===== src/rtl/lut3_sweep_pkg.sv =====
// Shared types and constants for the 3-input truth-table sweep sequencer.
package lut3_sweep_pkg;

  localparam int N_IN = 3;
  localparam int TT_W = 8;

  // Reference table for a NAND3 cell: only vector 7 (all ones) drives a 0.
  localparam logic [TT_W-1:0] TT_NAND3 = 8'h7F;

  typedef enum logic [1:0] {
    IDLE,
    SETTLE,
    DONE
  } sweep_state_t;

  // Width of a down-counter that must hold values 0 .. cycles-1 (at least 1 bit).
  function automatic int cnt_width(input int cycles);
    return (cycles <= 2) ? 1 : $clog2(cycles);
  endfunction

endpackage


===== src/rtl/lut3_sweep_ctrl_if.sv =====
// Host/gate-facing signal bundle of the sweep sequencer.
interface lut3_sweep_ctrl_if;
  import lut3_sweep_pkg::*;

  logic              start;
  logic              abort;
  logic [TT_W-1:0]   exp_table;
  logic [N_IN-1:0]   gate_in;
  logic              gate_out;
  logic              busy;
  logic              done;
  logic              pass;
  logic [TT_W-1:0]   cap_table;
  logic [TT_W-1:0]   mismatch;

  // Side that requests sweeps and hosts the gate under test.
  modport master (
    output start, abort, exp_table, gate_out,
    input  gate_in, busy, done, pass, cap_table, mismatch
  );

  // The sequencer itself.
  modport slave (
    input  start, abort, exp_table, gate_out,
    output gate_in, busy, done, pass, cap_table, mismatch
  );

endinterface


===== src/rtl/lut3_sweep_ctrl_settle_timer.sv =====
// Loadable down-counter that paces how long each input vector is held.
module settle_timer #(
  parameter int W = 2
) (
  input  logic         clk,
  input  logic         rst_n,
  input  logic         i_load,
  input  logic         i_en,
  input  logic [W-1:0] i_load_val,
  output logic         o_zero
);

  logic [W-1:0] r_cnt;

  // Reload on request, otherwise count down and park at zero.
  always_ff @(posedge clk or negedge rst_n) begin
    // NOTE: non-blocking assignments so every flop samples pre-edge values.
    if (!rst_n) begin
      r_cnt <= '0;
    end else if (i_load) begin
      r_cnt <= i_load_val;
    end else if (i_en && (r_cnt != '0)) begin
      r_cnt <= r_cnt - 1'b1;
    end
  end

  assign o_zero = (r_cnt == '0);

endmodule


===== src/rtl/lut3_sweep_ctrl.sv =====
// Drives vectors 0..7 into one 3-input gate, holds each for SETTLE_CYCLES,
// captures the gate output and compares it against a latched expected table.
module lut3_sweep_ctrl
  import lut3_sweep_pkg::*;
#(
  parameter int SETTLE_CYCLES = 4
) (
  input  logic               clk,
  input  logic               rst_n,
  lut3_sweep_ctrl_if.slave   bus
);

  localparam int              CNT_W  = cnt_width(SETTLE_CYCLES);
  localparam logic [CNT_W-1:0] RELOAD = CNT_W'(SETTLE_CYCLES - 1);

  sweep_state_t    r_state;
  sweep_state_t    w_next;
  logic [N_IN-1:0] r_idx;
  logic [TT_W-1:0] r_exp;
  logic [TT_W-1:0] r_cap;
  logic [TT_W-1:0] r_mismatch;
  logic            r_pass;

  logic            w_zero;
  logic            w_en;
  logic            w_load;
  logic            w_accept;
  logic            w_abort;
  logic            w_capture;
  logic            w_last;
  logic [TT_W-1:0] w_cap_next;

  assign w_en   = (r_state == SETTLE);
  assign w_last = &r_idx;

  settle_timer #(.W(CNT_W)) u_timer (
    .clk        (clk),
    .rst_n      (rst_n),
    .i_load     (w_load),
    .i_en       (w_en),
    .i_load_val (RELOAD),
    .o_zero     (w_zero)
  );

  // State register.
  always_ff @(posedge clk or negedge rst_n) begin
    if (!rst_n) r_state <= IDLE;
    else        r_state <= w_next;
  end

  // Next-state and per-cycle control strobes.
  always_comb begin
    // NOTE: every output of this block gets a default first, so no path leaves one unassigned and no latch is inferred.
    w_next    = r_state;
    w_load    = 1'b0;
    w_accept  = 1'b0;
    w_abort   = 1'b0;
    w_capture = 1'b0;
    case (r_state)
      IDLE: begin
        if (bus.start) begin
          w_accept = 1'b1;
          w_load   = 1'b1;
          w_next   = SETTLE;
        end
      end
      SETTLE: begin
        if (bus.abort) begin
          w_abort = 1'b1;
          w_next  = IDLE;
        end else if (w_zero) begin
          w_capture = 1'b1;
          if (w_last) w_next = DONE;
          else        w_load = 1'b1;
        end
      end
      DONE:    w_next = IDLE;
      default: w_next = IDLE;
    endcase
  end

  // Capture table with the current sample merged in, used for the final compare.
  always_comb begin
    w_cap_next        = r_cap;
    w_cap_next[r_idx] = bus.gate_out;
  end

  // Vector index, capture register and result flags.
  always_ff @(posedge clk or negedge rst_n) begin
    if (!rst_n) begin
      r_idx      <= '0;
      r_exp      <= '0;
      r_cap      <= '0;
      r_mismatch <= '0;
      r_pass     <= 1'b0;
    end else if (w_accept) begin
      r_idx      <= '0;
      r_exp      <= bus.exp_table;
      r_cap      <= '0;
      r_mismatch <= '0;
      r_pass     <= 1'b0;
    end else if (w_abort) begin
      // Partial captures stay visible for debug; the verdict is withdrawn.
      r_mismatch <= '0;
      r_pass     <= 1'b0;
    end else if (w_capture) begin
      r_cap <= w_cap_next;
      if (w_last) begin
        r_pass     <= (w_cap_next == r_exp);
        r_mismatch <= w_cap_next ^ r_exp;
      end else begin
        r_idx <= r_idx + 1'b1;
      end
    end
  end

  assign bus.gate_in   = (r_state == SETTLE) ? r_idx : '0;
  assign bus.busy      = (r_state == SETTLE);
  assign bus.done      = (r_state == DONE);
  assign bus.pass      = r_pass;
  assign bus.cap_table = r_cap;
  assign bus.mismatch  = r_mismatch;

endmodule


===== src/flat_wrapper.sv =====
// flat-port wrapper written by rule: the top's interface ports become plain ports
module lut3_sweep_ctrl_flat import lut3_sweep_pkg::*;
#(
  parameter int SETTLE_CYCLES = 4
)
  (clk, rst_n, bus_start, bus_abort, bus_exp_table, bus_gate_out, bus_gate_in, bus_busy, bus_done, bus_pass, bus_cap_table, bus_mismatch);
  lut3_sweep_ctrl_if bus_i ();
  input  logic clk;
  input  logic rst_n;
  input wire logic [$bits(bus_i.start)-1:0] bus_start;
  input wire logic [$bits(bus_i.abort)-1:0] bus_abort;
  input wire logic [$bits(bus_i.exp_table)-1:0] bus_exp_table;
  input wire logic [$bits(bus_i.gate_out)-1:0] bus_gate_out;
  output wire logic [$bits(bus_i.gate_in)-1:0] bus_gate_in;
  output wire logic [$bits(bus_i.busy)-1:0] bus_busy;
  output wire logic [$bits(bus_i.done)-1:0] bus_done;
  output wire logic [$bits(bus_i.pass)-1:0] bus_pass;
  output wire logic [$bits(bus_i.cap_table)-1:0] bus_cap_table;
  output wire logic [$bits(bus_i.mismatch)-1:0] bus_mismatch;
  assign bus_i.start = bus_start;
  assign bus_i.abort = bus_abort;
  assign bus_i.exp_table = bus_exp_table;
  assign bus_i.gate_out = bus_gate_out;
  assign bus_gate_in = bus_i.gate_in;
  assign bus_busy = bus_i.busy;
  assign bus_done = bus_i.done;
  assign bus_pass = bus_i.pass;
  assign bus_cap_table = bus_i.cap_table;
  assign bus_mismatch = bus_i.mismatch;
  lut3_sweep_ctrl #(.SETTLE_CYCLES(SETTLE_CYCLES)) u_core (.clk(clk), .rst_n(rst_n), .bus(bus_i));
endmodule

===== config.mk =====
export PLATFORM = sky130hd
export DESIGN_NAME = lut3_sweep_ctrl_flat
export DESIGN_NICKNAME = d
export VERILOG_FILES = /design/src/rtl/lut3_sweep_pkg.sv /design/src/rtl/lut3_sweep_ctrl_if.sv /design/src/rtl/lut3_sweep_ctrl_settle_timer.sv /design/src/rtl/lut3_sweep_ctrl.sv /design/src/flat_wrapper.sv
export SDC_FILE = /design/constraint.sdc
export NUM_CORES = 1
export LEC_CHECK = 0
export ABC_AREA = 1
export BUFFER_PORTS_ARGS = -buffer_cell sky130_fd_sc_hd__buf_2
export CORE_UTILIZATION = 54
export CTS_CLUSTER_DIAMETER = 40
export DETAILED_ROUTE_END_ITERATION = 7
export GPL_TIMING_DRIVEN = 0
export PLACE_DENSITY_LB_ADDON = 0.1
export SKIP_CTS_REPAIR_TIMING = 1
export SLEW_MARGIN = 20
export SYNTH_ARGS = -nofsm -noshare
export SYNTH_HDL_FRONTEND = slang
export SYNTH_HIERARCHICAL = 1
export SYNTH_SLANG_ARGS = --single-unit

===== constraint.sdc =====
create_clock -name clk -period 2.2 [get_ports clk]
set_clock_uncertainty 0.2 [all_clocks]
set_input_delay 0.44 -clock clk [delete_from_list [all_inputs] [get_ports clk]]
set_output_delay 0.44 -clock clk [all_outputs]
set_load 0.02 [all_outputs]

# After elaboration in Yosys (flattened, before gate mapping)
# Cells that the tools add are included.
# word_totals
regBits	32
out_inout_bits	22
word_cells	71
# op_classes
add_sub_neg	2
magnitude_cmp	2
n_eq_ne	8
mux	37
bitwise_logic	1
n_reduce_logical	14
# op_table
cell	count
8-bit 2-to-1 mux	7
1-bit 2-to-1 mux	15
3-bit 2-to-1 mux	5
2-bit 2-to-1 mux	6
3-bit AND reduction	3
8-bit bitwise mux	1
8-bit == test	1
8-bit bitwise XOR	1
3-bit by 2-bit inequality test with 1-bit output (second input constant)	2
2-bit nonzero test	3
3-bit nonzero test	2
2-bit zero test	2
3-bit by 4-bit < comparator with 1-bit output (second input constant)	1
2-bit by 1-bit inequality test with 1-bit output (second input constant)	2
2-bit one-hot mux with 2 select lines	1
2-bit AND reduction	2
3-bit by 1-bit adder with 3-bit output (second input constant)	1
1-bit demux with 3-bit select	1
3-bit by 1-bit >= comparator with 1-bit output (second input constant)	1
2-bit by 1-bit == test with 1-bit output (second input constant)	1
2-bit == test (second input constant)	1
1-bit logical AND	2
2-bit inequality test (second input constant)	1
1-bit one-hot mux with 2 select lines	1
2-bit by 1-bit subtractor with 2-bit output (second input constant)	1

# Depth between registers and ports, before layout
# depth
depth_word	10
ltp_mapped	11
ltp_nobuf	11

# Cells and area by module
# Netlist, hierarchy kept.
# by_module_without_submodules
module	n_inst	cells_per_inst	area_each_um2
lut3_sweep_ctrl	1	202	1670.4
settle_timer	1	19	127.6

# Worst setup path after synthesis
# No wires, ideal clock.
# synth_path
path_kind	flip-flop to flip-flop
startpoint	register u_core.r_idx[1]
endpoint	register u_core.r_mismatch[0], in the netlist u_core/bus.mismatch[0]
arrival_time_ns	1.352
path_slack_ns	0.565
stages_incl_launch_ff	8
path_buffers	0
period_less_slack_ns	1.635
cell_sequence	dfrtp_1 -> ha_1 -> ha_1 -> nand2_1 -> inv_1 -> nand2_2 -> nand3_2 -> o22ai_1
# synth_via
elab_chain_len	10
# synth_lines
element	line_no	source
start: declaration	lut3_sweep_ctrl.sv:18	logic [N_IN-1:0] r_idx;
start signal: assignment	lut3_sweep_ctrl.sv:112	r_idx <= r_idx + 1'b1;
3-bit by 4-bit < comparator with 1-bit output (implied by the code) or 3-bit by 1-bit >= comparator with 1-bit output (tied branches)	lut3_sweep_ctrl.sv:85	w_cap_next[r_idx] = bus.gate_out;
1-bit logical AND (implied by the code)	lut3_sweep_ctrl.sv:85	
1-bit 2-to-1 mux (implied by the code)	lut3_sweep_ctrl.sv:85	
1-bit demux with 3-bit select	--	
8-bit bitwise mux	lut3_sweep_ctrl.sv:85	
8-bit bitwise XOR	lut3_sweep_ctrl.sv:110	r_mismatch <= w_cap_next ^ r_exp;
8-bit 2-to-1 mux	lut3_sweep_ctrl.sv:108	if (w_last) begin
8-bit 2-to-1 mux	lut3_sweep_ctrl.sv:106	end else if (w_capture) begin
8-bit 2-to-1 mux	lut3_sweep_ctrl.sv:102	end else if (w_abort) begin
8-bit 2-to-1 mux	lut3_sweep_ctrl.sv:96	end else if (w_accept) begin
end signal: assignment	lut3_sweep_ctrl.sv:110	
end: declaration	lut3_sweep_ctrl.sv:21	logic [TT_W-1:0] r_mismatch;
# Several ways; a longest one is shown, not always the timed one. The select of a mux whose other input is x is not followed.
# A chain may end at the register's enable or synchronous reset.

# Worst setup path after layout
# layout_path
startpoint	register u_core.r_idx[0]
endpoint	output port bus_gate_in[0]
# layout_via
elab_chain_len	1
# layout_lines
element	line_no	source
3-bit 2-to-1 mux	lut3_sweep_ctrl.sv:117	assign bus.gate_in = (r_state == SETTLE) ? r_idx : '0;
end: declaration	flat_wrapper.sv:14	output wire logic [$bits(bus_i.gate_in)-1:0] bus_gate_in;
# No other way between the ends.

==> impl_metrics.py <==
metrics = {
    "pwr": {
        "switching_share_pct": 42.5,
        "p_comb_share_pct": 45.7,
        "p_switching_mw": 1.02,
        "p_clk_share_pct": 21.2,
        "ir_worst_vdd_uv": 661,
        "cellInternalPower_mw": 1.37,
        "p_leak_nw": 1.14,
        "powerDensity_nw_per_um2": 1130,
        "power_mw": 2.39,
        "pwr-share-seq_pct": 33.1,
    },
    "grt": {
        "grt_pass1_vias": 1529,
        "grt_max_degree": 33,
        "antenna_found_initial": 0,
        "track_usage_pct": 25.0,
        "grt_pass1_wl_mm": 6.54,
        "grt_overflow_total": 0,
    },
    "cells_and_area": {
        "layout_common_cells": "nand2_1 (45), buf_2 (36), dfrtp_1 (32)",
        "diodes": 0,
        "multi_input_area_um2": 823,
        "seq_area_um2": 801,
        "nets": 279,
        "area_growth_pct": 18.0,
        "final_common_cell": "nand2_1",
        "fillers": 294,
        "drive_gt1_share_pct": 30.3,
        "final_util_pct": 68.4,
    },
    "setup_path": {
        "cp_max_fo": 10,
        "path_buf_inv": 3,
        "path_common_cell": "buf_2",
        "critPathKind": "reg2out",
        "cp_slowest_stage_delay_ps": 420,
        "slowest_stage": "dfrtp_1",
        "crit_path_cell_trace": "inv_2, buf_2, nor2_1, buf_2",
        "crit_path_end_kind": "output pin",
        "crit_family": "buffers and inverters",
        "cp.arrival_ps": 1310,
        "worstPathRequired_ps": 1560,
        "critPathLaunchType": "flip-flop",
    },
    "worst_hold_path": {
        "hold_path.class": "in2async",
    },
    "timing": {
        "maxSlewHeadroom_pct": 52.7,
        "drv_slew": 0,
        "worst_pin_slew_ps": 710,
        "fin_crit_ps": 1950,
        "whs_ps": -50.5,
        "rsz0062_at_grt": "no",
        "setup_ws_ps": 246,
        "finalCritPeriodShare_pct": 88.8,
        "finalSetupViolations": 0,
        "hold_viol_final": 32,
        "clock.fmax_mhz": 512,
        "setup_tns_ps": 0,
    },
    "floorplanning": {
        "core_um2": 3100,
        "ioPinCount": 35,
        "initial_core_util_pct": 57.9,
        "die-area_um2": 3560,
        "rows": 20,
        "die_w_um": 59.7,
        "die_h_um": 59.7,
    },
    "outcome": {
        "violations": "hold timing",
        "status": "finished with violations",
    },
    "yosys": {
        "syn_inst": 221,
        "synth_warnings": 6,
        "synthArstFlopShare_pct": 100,
        "seq_area_frac_synth_pct": 44.5,
        "ys_types": 25,
        "syn_area_um2": 1800,
        "syn_avg_cell_area_um2": 8.14,
        "synth_ff_type": "dfrtp_1",
        "synth_edf_count": 0,
        "synth_seq_cells": 32,
    },
    "drt": {
        "top_layer_used": "met4",
        "routed_wl_mm": 3.93,
        "via_per_inst": 5.17,
        "drc_errors": 0,
        "met1_length_mm": 1.79,
        "met2RoutedLength_mm": 1.95,
        "num_vias": 1591,
        "detail-route-antenna-nets": 0,
        "drtPass1Iterations": 4,
        "wl_met3_um": 132,
        "wl_per_cell_um": 12.8,
        "drt_iter0_drc": 72,
    },
    "clocking": {
        "numCtsBuffers": 5,
        "path_clk_slew_ps": 100,
        "cts.sinks": 32,
        "root_buffer": "clkbuf_4",
        "cts_tree": "yes",
        "clkLatencyLatePin_ps": 330,
        "clockBufferDepth": 2,
        "htreeDepth": 2,
    },
    "placed_design": {
        "pre_cts_ws_ps": 353,
        "numPortBuffers": 34,
        "gp_congestion": 0.807,
        "dp_hpwl_mm": 2.87,
    },
    "run": {
        "max-cap-violations": 0,
    },
}
-- routing by layer --
metal  track usage, %  vias up
li1                 -      807
met2             41.4       39
met4             9.63        0
met1             32.7      741
met3             3.90        4
met5                0        -
-- logic make-up (layout without fill, tap and decap cells) --
family	after synthesis	in the layout	share of synthesized area [%]
buffers and inverters	41	83	9.88
muxes	2	2	1.25
and+or+nand+nor	115	115	33.5
AOI/OAI and AO/OA	27	27	8.49
DFF	32	32	44.5
other	1	2	0.209
adders and majority gates	3	3	2.09
-- power groups by stage --
stage                     combinational [mW]  sequential, mW  clock [mW]
after floorplan                        0.806           0.822           0
after global routing                    1.23           0.810       0.537
after CTS                               1.09           0.793       0.514
after global placement                  1.05           0.801           0
after detailed placement                1.08           0.804           0
final                                   1.09           0.792       0.506
-- registers in the layout, indices dropped and copies added, names as in the netlist --
| signal | flops |
|---|---|
| u_core/bus.cap_table | 8 |
| u_core/bus.mismatch | 8 |
| u_core/r_state | 2 |
| u_core/bus.pass | 1 |
| u_core/r_idx | 3 |
| u_core/r_exp | 8 |
| u_core/u_timer/r_cnt | 2 |
-- worst reg2reg max path, delay by kind of cell, from the launching register on --
kind | cells | cell delay (ps)
flops | 1 | 460
compound gates | 1 | 210
buf+inv | 1 | 50
fa+ha+maj | 2 | 410
simple gates | 3 | 470
-- area by class of cell --
class                           count  area share (%)
Clock inverter                      1            1.42
Tap cell                           44            2.59
Inverter                           35            6.31
Clock buffer                        7            3.07
Multi-Input combinational cell    149            38.8
Timing Repair Buffer               34            8.02
Sequential cell                    32            37.7
Buffer                              6            2.06
-- synthesized netlist by cell type (2+ instances only) --
master | count | area (um^2)
ha_1 | 3 | 37.5
nor2_1 | 13 | 48.8
inv_1 | 28 | 105
inv_2 | 6 | 22.5
buf_4 | 3 | 22.5
nand3b_1 | 2 | 15.0
nand3_2 | 7 | 70.1
dfrtp_1 | 32 | 801
mux2_1 | 2 | 22.5
o21ai_1 | 5 | 25.0
nand3_1 | 21 | 105
o22ai_1 | 14 | 87.6
nand2_4 | 3 | 33.8
a21oi_1 | 6 | 30.0
nand4_1 | 9 | 56.3
nand2_1 | 45 | 169
buf_2 | 2 | 10.0
nand2_2 | 11 | 68.8
o21ai_0 | 2 | 10.0
nor2_2 | 2 | 12.5
-- path summary, 6_finish.rpt --
path / depth (start not counted) / start / end / slack [ps]
worst max-delay path: 4 / u_core/r_idx[0] / bus_gate_in[0] / 250
worst min-delay path: 1 / rst_n / u_core/r_exp[2] / -50
worst max register to register: 7 / u_core/r_idx[1] / u_core/bus.mismatch[0] / 320
worst min register to register: 2 / u_core/u_timer/r_cnt[1] / u_core/u_timer/r_cnt[1] / 320
max in group asynchronous: 1 / rst_n / u_core/r_idx[1] / 1400
min in group clk: 2 / bus_exp_table[5] / u_core/r_exp[5] / 120
-- through the flow --
stage	cell area (um^2)	std cells
after floorplan	1800	222
after global placement	2030	300
after detailed placement	2030	300
after CTS	2120	308
after global routing	2120	308
final	2120	308
Power figures use the tool's default switching activity.
